[src/rtl/wb_regfile.sv]
// Write-back stage: selects load/ALU result and commits it to a 32-entry GPR file.
// Two bypassed decode read ports, plus a retire counter and last-retired instruction word for trace.
module wb_regfile #(
    parameter int DATA_W = 32,
    parameter int ADDR_W = 5,
    parameter int CNT_W  = 32
) (
    input  logic              clock,
    input  logic              reset,
    input  logic              MemToReg_wb,
    input  logic              RegWrite_wb,
    input  logic [DATA_W-1:0] memReadData_wb,
    input  logic [DATA_W-1:0] memAddr_wb,
    input  logic [ADDR_W-1:0] regWriteDst_wb,
    input  logic [31:0]       id_wb,
    input  logic [ADDR_W-1:0] rs_addr,
    input  logic [ADDR_W-1:0] rt_addr,
    output logic [DATA_W-1:0] rs_data,
    output logic [DATA_W-1:0] rt_data,
    output logic [DATA_W-1:0] wb_data,
    output logic              wb_we,
    output logic [CNT_W-1:0]  retire_count,
    output logic [31:0]       last_id
);

    localparam int NREG = 2 ** ADDR_W;

    logic [DATA_W-1:0] gpr_q [NREG];
    logic [CNT_W-1:0]  retire_count_q, retire_count_d;
    logic [31:0]       last_id_q, last_id_d;
    logic              retire;

    assign wb_data = MemToReg_wb ? memReadData_wb : memAddr_wb;
    // RegWrite_wb gates first so an unknown destination during a bubble cannot enable a write.
    assign wb_we   = RegWrite_wb && (regWriteDst_wb != '0);
    assign retire  = (id_wb != 32'd0);

    always_comb begin
        retire_count_d = retire_count_q;
        last_id_d      = last_id_q;
        if (retire) begin
            retire_count_d = retire_count_q + {{(CNT_W-1){1'b0}}, 1'b1};
            last_id_d      = id_wb;
        end
    end

    always_ff @(posedge clock) begin
        if (reset) begin
            for (int i = 0; i < NREG; i++) begin
                gpr_q[i] <= '0;
            end
            retire_count_q <= '0;
            last_id_q      <= '0;
        end else begin
            if (wb_we) begin
                gpr_q[regWriteDst_wb] <= wb_data;
            end
            retire_count_q <= retire_count_d;
            last_id_q      <= last_id_d;
        end
    end

    // Same-cycle bypass lets a dependent decode see the value being committed this edge.
    always_comb begin
        rs_data = gpr_q[rs_addr];
        if (rs_addr == '0) begin
            rs_data = '0;
        end else if (wb_we && (rs_addr == regWriteDst_wb)) begin
            rs_data = wb_data;
        end
    end

    always_comb begin
        rt_data = gpr_q[rt_addr];
        if (rt_addr == '0) begin
            rt_data = '0;
        end else if (wb_we && (rt_addr == regWriteDst_wb)) begin
            rt_data = wb_data;
        end
    end

    assign retire_count = retire_count_q;
    assign last_id      = last_id_q;

endmodule

[config.mk]
export PLATFORM = sky130hd
export DESIGN_NAME = wb_regfile
export DESIGN_NICKNAME = d
export VERILOG_FILES = /design/src/rtl/wb_regfile.sv
export SDC_FILE = /design/constraint.sdc
export NUM_CORES = 2
export LEC_CHECK = 0
export CAP_MARGIN = 20
export CORE_MARGIN = 2
export CORE_UTILIZATION = 65
export DETAILED_ROUTE_END_ITERATION = 8
export HOLD_SLACK_MARGIN = 0.05
export PLACE_DENSITY_LB_ADDON = 0.1
export SLEW_MARGIN = 10
export SYNTH_ARGS = -nofsm -noshare
export SYNTH_HDL_FRONTEND = slang
export SYNTH_SLANG_ARGS = --single-unit
[constraint.sdc]
create_clock -name clock -period 6 [get_ports clock]
set_input_delay 0.6 -clock clock [delete_from_list [all_inputs] [get_ports clock]]
set_output_delay 0.6 -clock clock [all_outputs]
set_load 0.05 [all_outputs]
# --- After elaboration in Yosys (flattened, before gate mapping) ---
# Memory sizes are Yosys's and may differ from the RTL's.
# Index checks and enable logic that the tools add are counted.
# Widths: inputs -> output; s select.
op_classes:
  n_addsub: 1
  eq_ne: 2
  n_mux: 13
  n_reduce_logical: 8
ops:
  columns: ["operator", "n"]
  rows:
  - ["$mux 32", 6]
  - ["$add 32x1->32 const B", 1]
  - ["$reduce_bool 32->1", 1]
  - ["$reduce_or 32->1", 1]
  - ["$eq 5x5->1", 2]
  - ["$logic_not 5->1", 2]
  - ["$mux 1", 6]
  - ["$mux 5", 1]
  - ["$reduce_bool 5->1", 1]
  - ["$logic_and 1x1->1", 3]
totals:
  ff_bits: 64
  ram_bits: 1024
  out_inout_bits: 161
  wordCells: 27
  mem_count: 1
memory_table:
  columns: ["name", "depth", "width", "read_ports", "rd_clocked_by_memory_dff", "write_ports", "line", "rtl"]
  rows:
  - ["gpr_q", 32, 32, 2, 0, 32, "28", "logic [DATA_W-1:0] gpr_q [NREG];"]

# --- Longest topological paths before layout ---
depth:
  ltp_word: 7
  depth_mapped: 10
  ltp_nobuf: 6

# --- Worst setup path before layout ---
# OpenSTA, ideal clock, no wires.
synth_path:
  kind: "input to output"
  start: "in regWriteDst_wb[2]"
  end: "out rt_data[23]"
  arrival_time_ns: 3.089
  required_time_ns: 5.400
  setup_slack_ns: 2.311
  stages: 7
  path_cell_list: "or3_1 o21ai_2 inv_2 and3_4 buf_6 clkbuf_1 a211oi_1"
synth_via:
  elab_chain_cells: 5
  word_cells_on_any_way: 6
  cone_classes: "eq/ne: 1; mux: 2; reduce/logical: 3"
synth_lines:
  columns: ["element", "line", "rtl"]
  rows:
  - ["start, declared", "14", "input logic [ADDR_W-1:0] regWriteDst_wb,"]
  - ["$reduce_bool 5->1", "35", "assign wb_we = RegWrite_wb && (regWriteDst_wb != '0);"]
  - ["$logic_and 1x1->1", "35", null]
  - ["net wb_we", "21", "output logic wb_we,"]
  - ["$logic_and 1x1->1", "77", "end else if (wb_we && (rt_addr == regWriteDst_wb)) begin"]
  - ["$mux 32", "77", null]
  - ["$mux 32", "75", "if (rt_addr == '0) begin"]
  - ["end, declared", "19", "output logic [DATA_W-1:0] rt_data,"]
# The timed path passes the listed nets, and every way through them passes these cells.

# --- Worst setup path after layout ---
layout_path:
  start: "in rt_addr[4]"
  end: "out rt_data[6]"
layout_via:
  elab_chain_cells: 4
  word_cells_on_any_way: 6
  cone_classes: "eq/ne: 1; mux: 2; reduce/logical: 2; memory: 1"
layout_lines:
  columns: ["element", "line", "rtl"]
  rows:
  - ["start, declared", "17", "input logic [ADDR_W-1:0] rt_addr,"]
  - ["branches (longest 3 deep; another with $mem_v2 32x32)", null, null]
  - ["$mux 32 *", "75", null]
# Every way passes the cells marked *.

==> impl_metrics.csv <==
group,metric,value,unit
status,outcome,"finished with violations",
status,violations,"DRC",
die,floorplan.die.height,297,microns
route,detail-route-antenna-nets,0,
global_routing,vias_in_the_first_global_route,41541,
global_routing,grt_first_pass_wirelength,294000,microns
power,static_leakage,0.0220,uW
synth,synth_compound_area_frac,0.0535,
synth,syn_area,55800,sq um
synth,yosysTopAreaCellShare,0.551,
worst_setup_path,cpLargestDelayFamily,"buffers and inverters",
synth,primary_flip_flop_cell_chosen_by_synthesis_mapping,"sky130_fd_sc_hd__edfxtp_1",
cts,cts_tree,"done",
synth,synth-async-reset-ratio,0,
cts,cts_max_level,3,
timing,slew-limit-headroom,0.139,
cts,cts_num_sinks,1088,
placement,port_buffers,275,
placement,placed_cells_incl_taps,5373,
cells_and_area,multi_input_comb_area,22300,sq um
timing,layout_worst_path_cycle_share,0.890,
global_routing,grt_most_used_layer,"met2",
cells_and_area,final.fill_count,5408,
route,detail_route.wirelength,209000,microns
synth,synthMuxAreaShare,0.213,
worst_setup_path,critical-path-slowest-cell,"sky130_fd_sc_hd__clkdlybuf4s50_1",
worst_setup_path,crit_path_frequent_cell,"sky130_fd_sc_hd__clkdlybuf4s50_1",
worst_setup_path,cp_cell_sequence,"clkdlybuf4s50_1 -> buf_4 -> nor2b_2 -> a22oi_1 -> a21oi_1 -> nor3_1 -> a211oi_1 -> clkdlybuf4s50_1",
worst_setup_path,crit_path_max_incr_delay,0.91,ns
flow_run,max_cap_violations,0,
cts,post_cts_resized,0,
worst_setup_path,worstPathMaxFanout,13,
cells_and_area,seq_area,32000,sq um
synth,xor_and_xnor_fraction_of_the_mapped_netlist_area,0.00424,
placement,gp_congestion,0.983,
worst_setup_path,cp-end-kind,"primary output",
global_routing,maximum_number_of_pins_on_one_net_before_global_route_repair,79,
worst_setup_path,critical_path_buf_inv_count,3,
route,vias_per_cell,7.65,
cts,cts-buffers-inserted,109,
cells_and_area,instances_no_fill,5579,
global_routing,globalRouteOverflowTotal,0,
die,floorplan.die.width,297,microns
synth,post_synth_and_or_nand_nor_area_fraction,0.115,
die,initial_utilization,0.655,
synth,yosysWarnings,0,
global_routing,grt_usage,0.472,
timing,layout_min_cycle_time,5.34,ns
power,power_density,293,nW/um^2
cts,worstSkewPairLatency,0.69,ns
synth,synth_largest_area_cell,"sky130_fd_sc_hd__edfxtp_1",
synth,synth-seq-area-share,0.574,
route,drt_iter0_markers,8468,
route,via_count,42657,
timing,final_max_slew_viol_count,0,
timing,max_freq,187,MHz
timing,setup_repair_after_global_routing_missed_its_margin,"no",
timing,totalNegativeSetupSlack,0,ns
die,core_region_area,85100,sq um
timing,setup_viol,0,
cts,count_of_buffers_added_by_post_cts_timing_repair_for_setup,0,
worst_setup_path,arrival,4.74,ns
hold_path,holdCritPathClass,"in -> reg",
synth,synth_adder_area_share,0.000224,
synth,average_cell_area_after_synthesis,13.3,sq um
synth,synth.distinct_cells,64,
synth,synth_top_family_by_area,"multiplexers",
die,overall_die_area,88200,sq um
worst_setup_path,critPathKind,"in -> out",
cts,cts-hold-fix-buffers,0,
route,avgRoutedWirePerCell,37.4,microns
global_routing,met2_usage,0.663,
synth,number_of_synthesized_register_bits,1088,
timing,worst_slew_pin_slew,1.29,ns
cts,worst_setup_hold_path_clk_slew,0.06,ns
worst_setup_path,start_kind,"input pin",
cells_and_area,drive_above_1_share,0.230,
cells_and_area,areaGrowthSynthToFinish,14.1,%
cts,clock-root-buffer,"sky130_fd_sc_hd__clkbuf_16",
die,total_i_o_pin_count,276,
global_routing,use_met3,0.218,
power,vdd.ir_drop.worst,0.000253,V
worst_setup_path,required,5.40,ns
global_routing,grt.met1_usage,0.600,
global_routing,grt_antenna_before_repair,8,
synth,synthesis.instances,4186,
placement,detailedPlacementHpwl,126000,microns
die,num_rows,107,
route,first_pass_iters,9,
cells_and_area,num-nets-final,4459,
timing,hold_violation_count_in_the_final_report,0,
route,remaining_routing_drc_violations,1,
synth,synth_edf_count,1024,
cts,clock_path_buffers,3,
synth,synth_area_leaders,"sky130_fd_sc_hd__edfxtp_1 55%, sky130_fd_sc_hd__mux4_2 17%, sky130_fd_sc_hd__nor2_1 7.4%, sky130_fd_sc_hd__mux2_2 2.8%, sky130_fd_sc_hd__dfxtp_1 2.3%",
timing,timing.clock.skew,0.00988,ns
-- final timing paths --
check	startpoint	end	slack, ns	cells after the start
setup reg to reg	retire_count[3]	retire_count[26]	3.68	5
setup / recovery	rt_addr[4]	rt_data[6]	0.66	8
hold reg to reg	last_id[4]	last_id[4]	0.48	2
hold / removal	reset	last_id[25]	0.39	2
-- flip-flops by register name, summed over array words and instances, names as in the netlist --
name and count:
retire_count 32, gpr_q 1024, last_id 32
-- placed cells by master, fill, tap and decap left out, types with 46 or more instances in the layout --
master / n
sky130_fd_sc_hd__nor4_1: 51
sky130_fd_sc_hd__a211oi_1: 56
sky130_fd_sc_hd__edfxtp_1: 1024
sky130_fd_sc_hd__mux4_2: 423
sky130_fd_sc_hd__clkdlybuf4s50_1: 258
sky130_fd_sc_hd__mux2i_1: 46
sky130_fd_sc_hd__buf_4: 155
sky130_fd_sc_hd__clkbuf_16: 112
sky130_fd_sc_hd__dfxtp_1: 64
sky130_fd_sc_hd__nor2_1: 1101
sky130_fd_sc_hd__o22ai_1: 162
sky130_fd_sc_hd__nand2_1: 80
sky130_fd_sc_hd__mux2_2: 140
sky130_fd_sc_hd__a21oi_1: 74
sky130_fd_sc_hd__a22oi_1: 50
-- power by group --
| group | internal, uW | leakage, uW | total (uW) | switching [uW] |
|---|---|---|---|---|
| Sequential | 8710 | 0.0103 | 8920 | 215 |
| Combinational | 1100 | 0.0100 | 3030 | 1930 |
| Clock | 3740 | 0.00169 | 6710 | 2960 |
| Total | 13600 | 0.0220 | 18700 | 5110 |
-- metrics by stage --
stage	hold slack, ns	setup slack [ns]	total power, uW	instance area, sq um	util
final	0.386	0.662	18700	63700	0.748
after global routing	0.377	0.834	19000	63700	0.748
after CTS	0.369	1.01	18500	63600	0.747
after detailed placement	0.472	1.02	11900	60200	0.707
after global placement	0.463	1.10	11900	60000	0.705
after floorplan	0.704	2.31	10800	55900	-
-- cell usage after synthesis, drive strengths merged, types with 3 or more instances --
library cell and number:
nor2 1103, edfxtp 1024, mux4 423, clkbuf 258, buf 171, o22ai 162
mux2 140, nand2 107, mux2i 78, a21oi 74, dfxtp 64, a211oi 56
nor4 53, a22oi 50, nand2b 41, inv 38, nand3 37, nor3 35
o21ai 30, nor2b 23, nand4 22, xor2 22, or4 20, or3 14
and3 11, o211ai 11, o2111ai 10, o31ai 10, a22o 9, or3b 9
and2 8, nand3b 8, nor3b 7, o221ai 7, a221oi 5, a31oi 5
xnor2 5, and4 4, o22a 4, or2 4, a2111oi 3, o21a 3
o32a 3
-- cells by family after synthesis --
logic type / count (synthesis)
simple gates: 1508
flops: 1088
mux: 641
buf+inv: 469
compound gates: 451
xor+xnor: 27
fa+ha+maj: 1
other cells: 1
-- routing by layer --
layer,part of all wire,wire length [microns],vias up
met5,0.00018,38,-
li1,-,-,16255
met3,0.20,42100,1127
met2,0.42,87000,4801
met1,0.30,63000,20468
met4,0.080,16700,6
-- final cells by class --
cell class,count,area share
sequential,1088,0.503
multi-input combinational,2660,0.350
timing repair buffer,444,0.0683
clock buffer,138,0.0462
tap,1144,0.0225
clock inverter,61,0.00747
inverter,40,0.00236
antenna,4,0.000157
-- worst reg2reg max path: cells and delay by family, from the launching register on --
| family | cells | cell delay [ns] |
|---|---|---|
| AND/OR/NAND/NOR | 4 | 1.63 |
| flip-flops | 1 | 0.44 |
| AO/OA/AOI/OAI | 1 | 0.16 |
(Power assumes the default switching activity.)
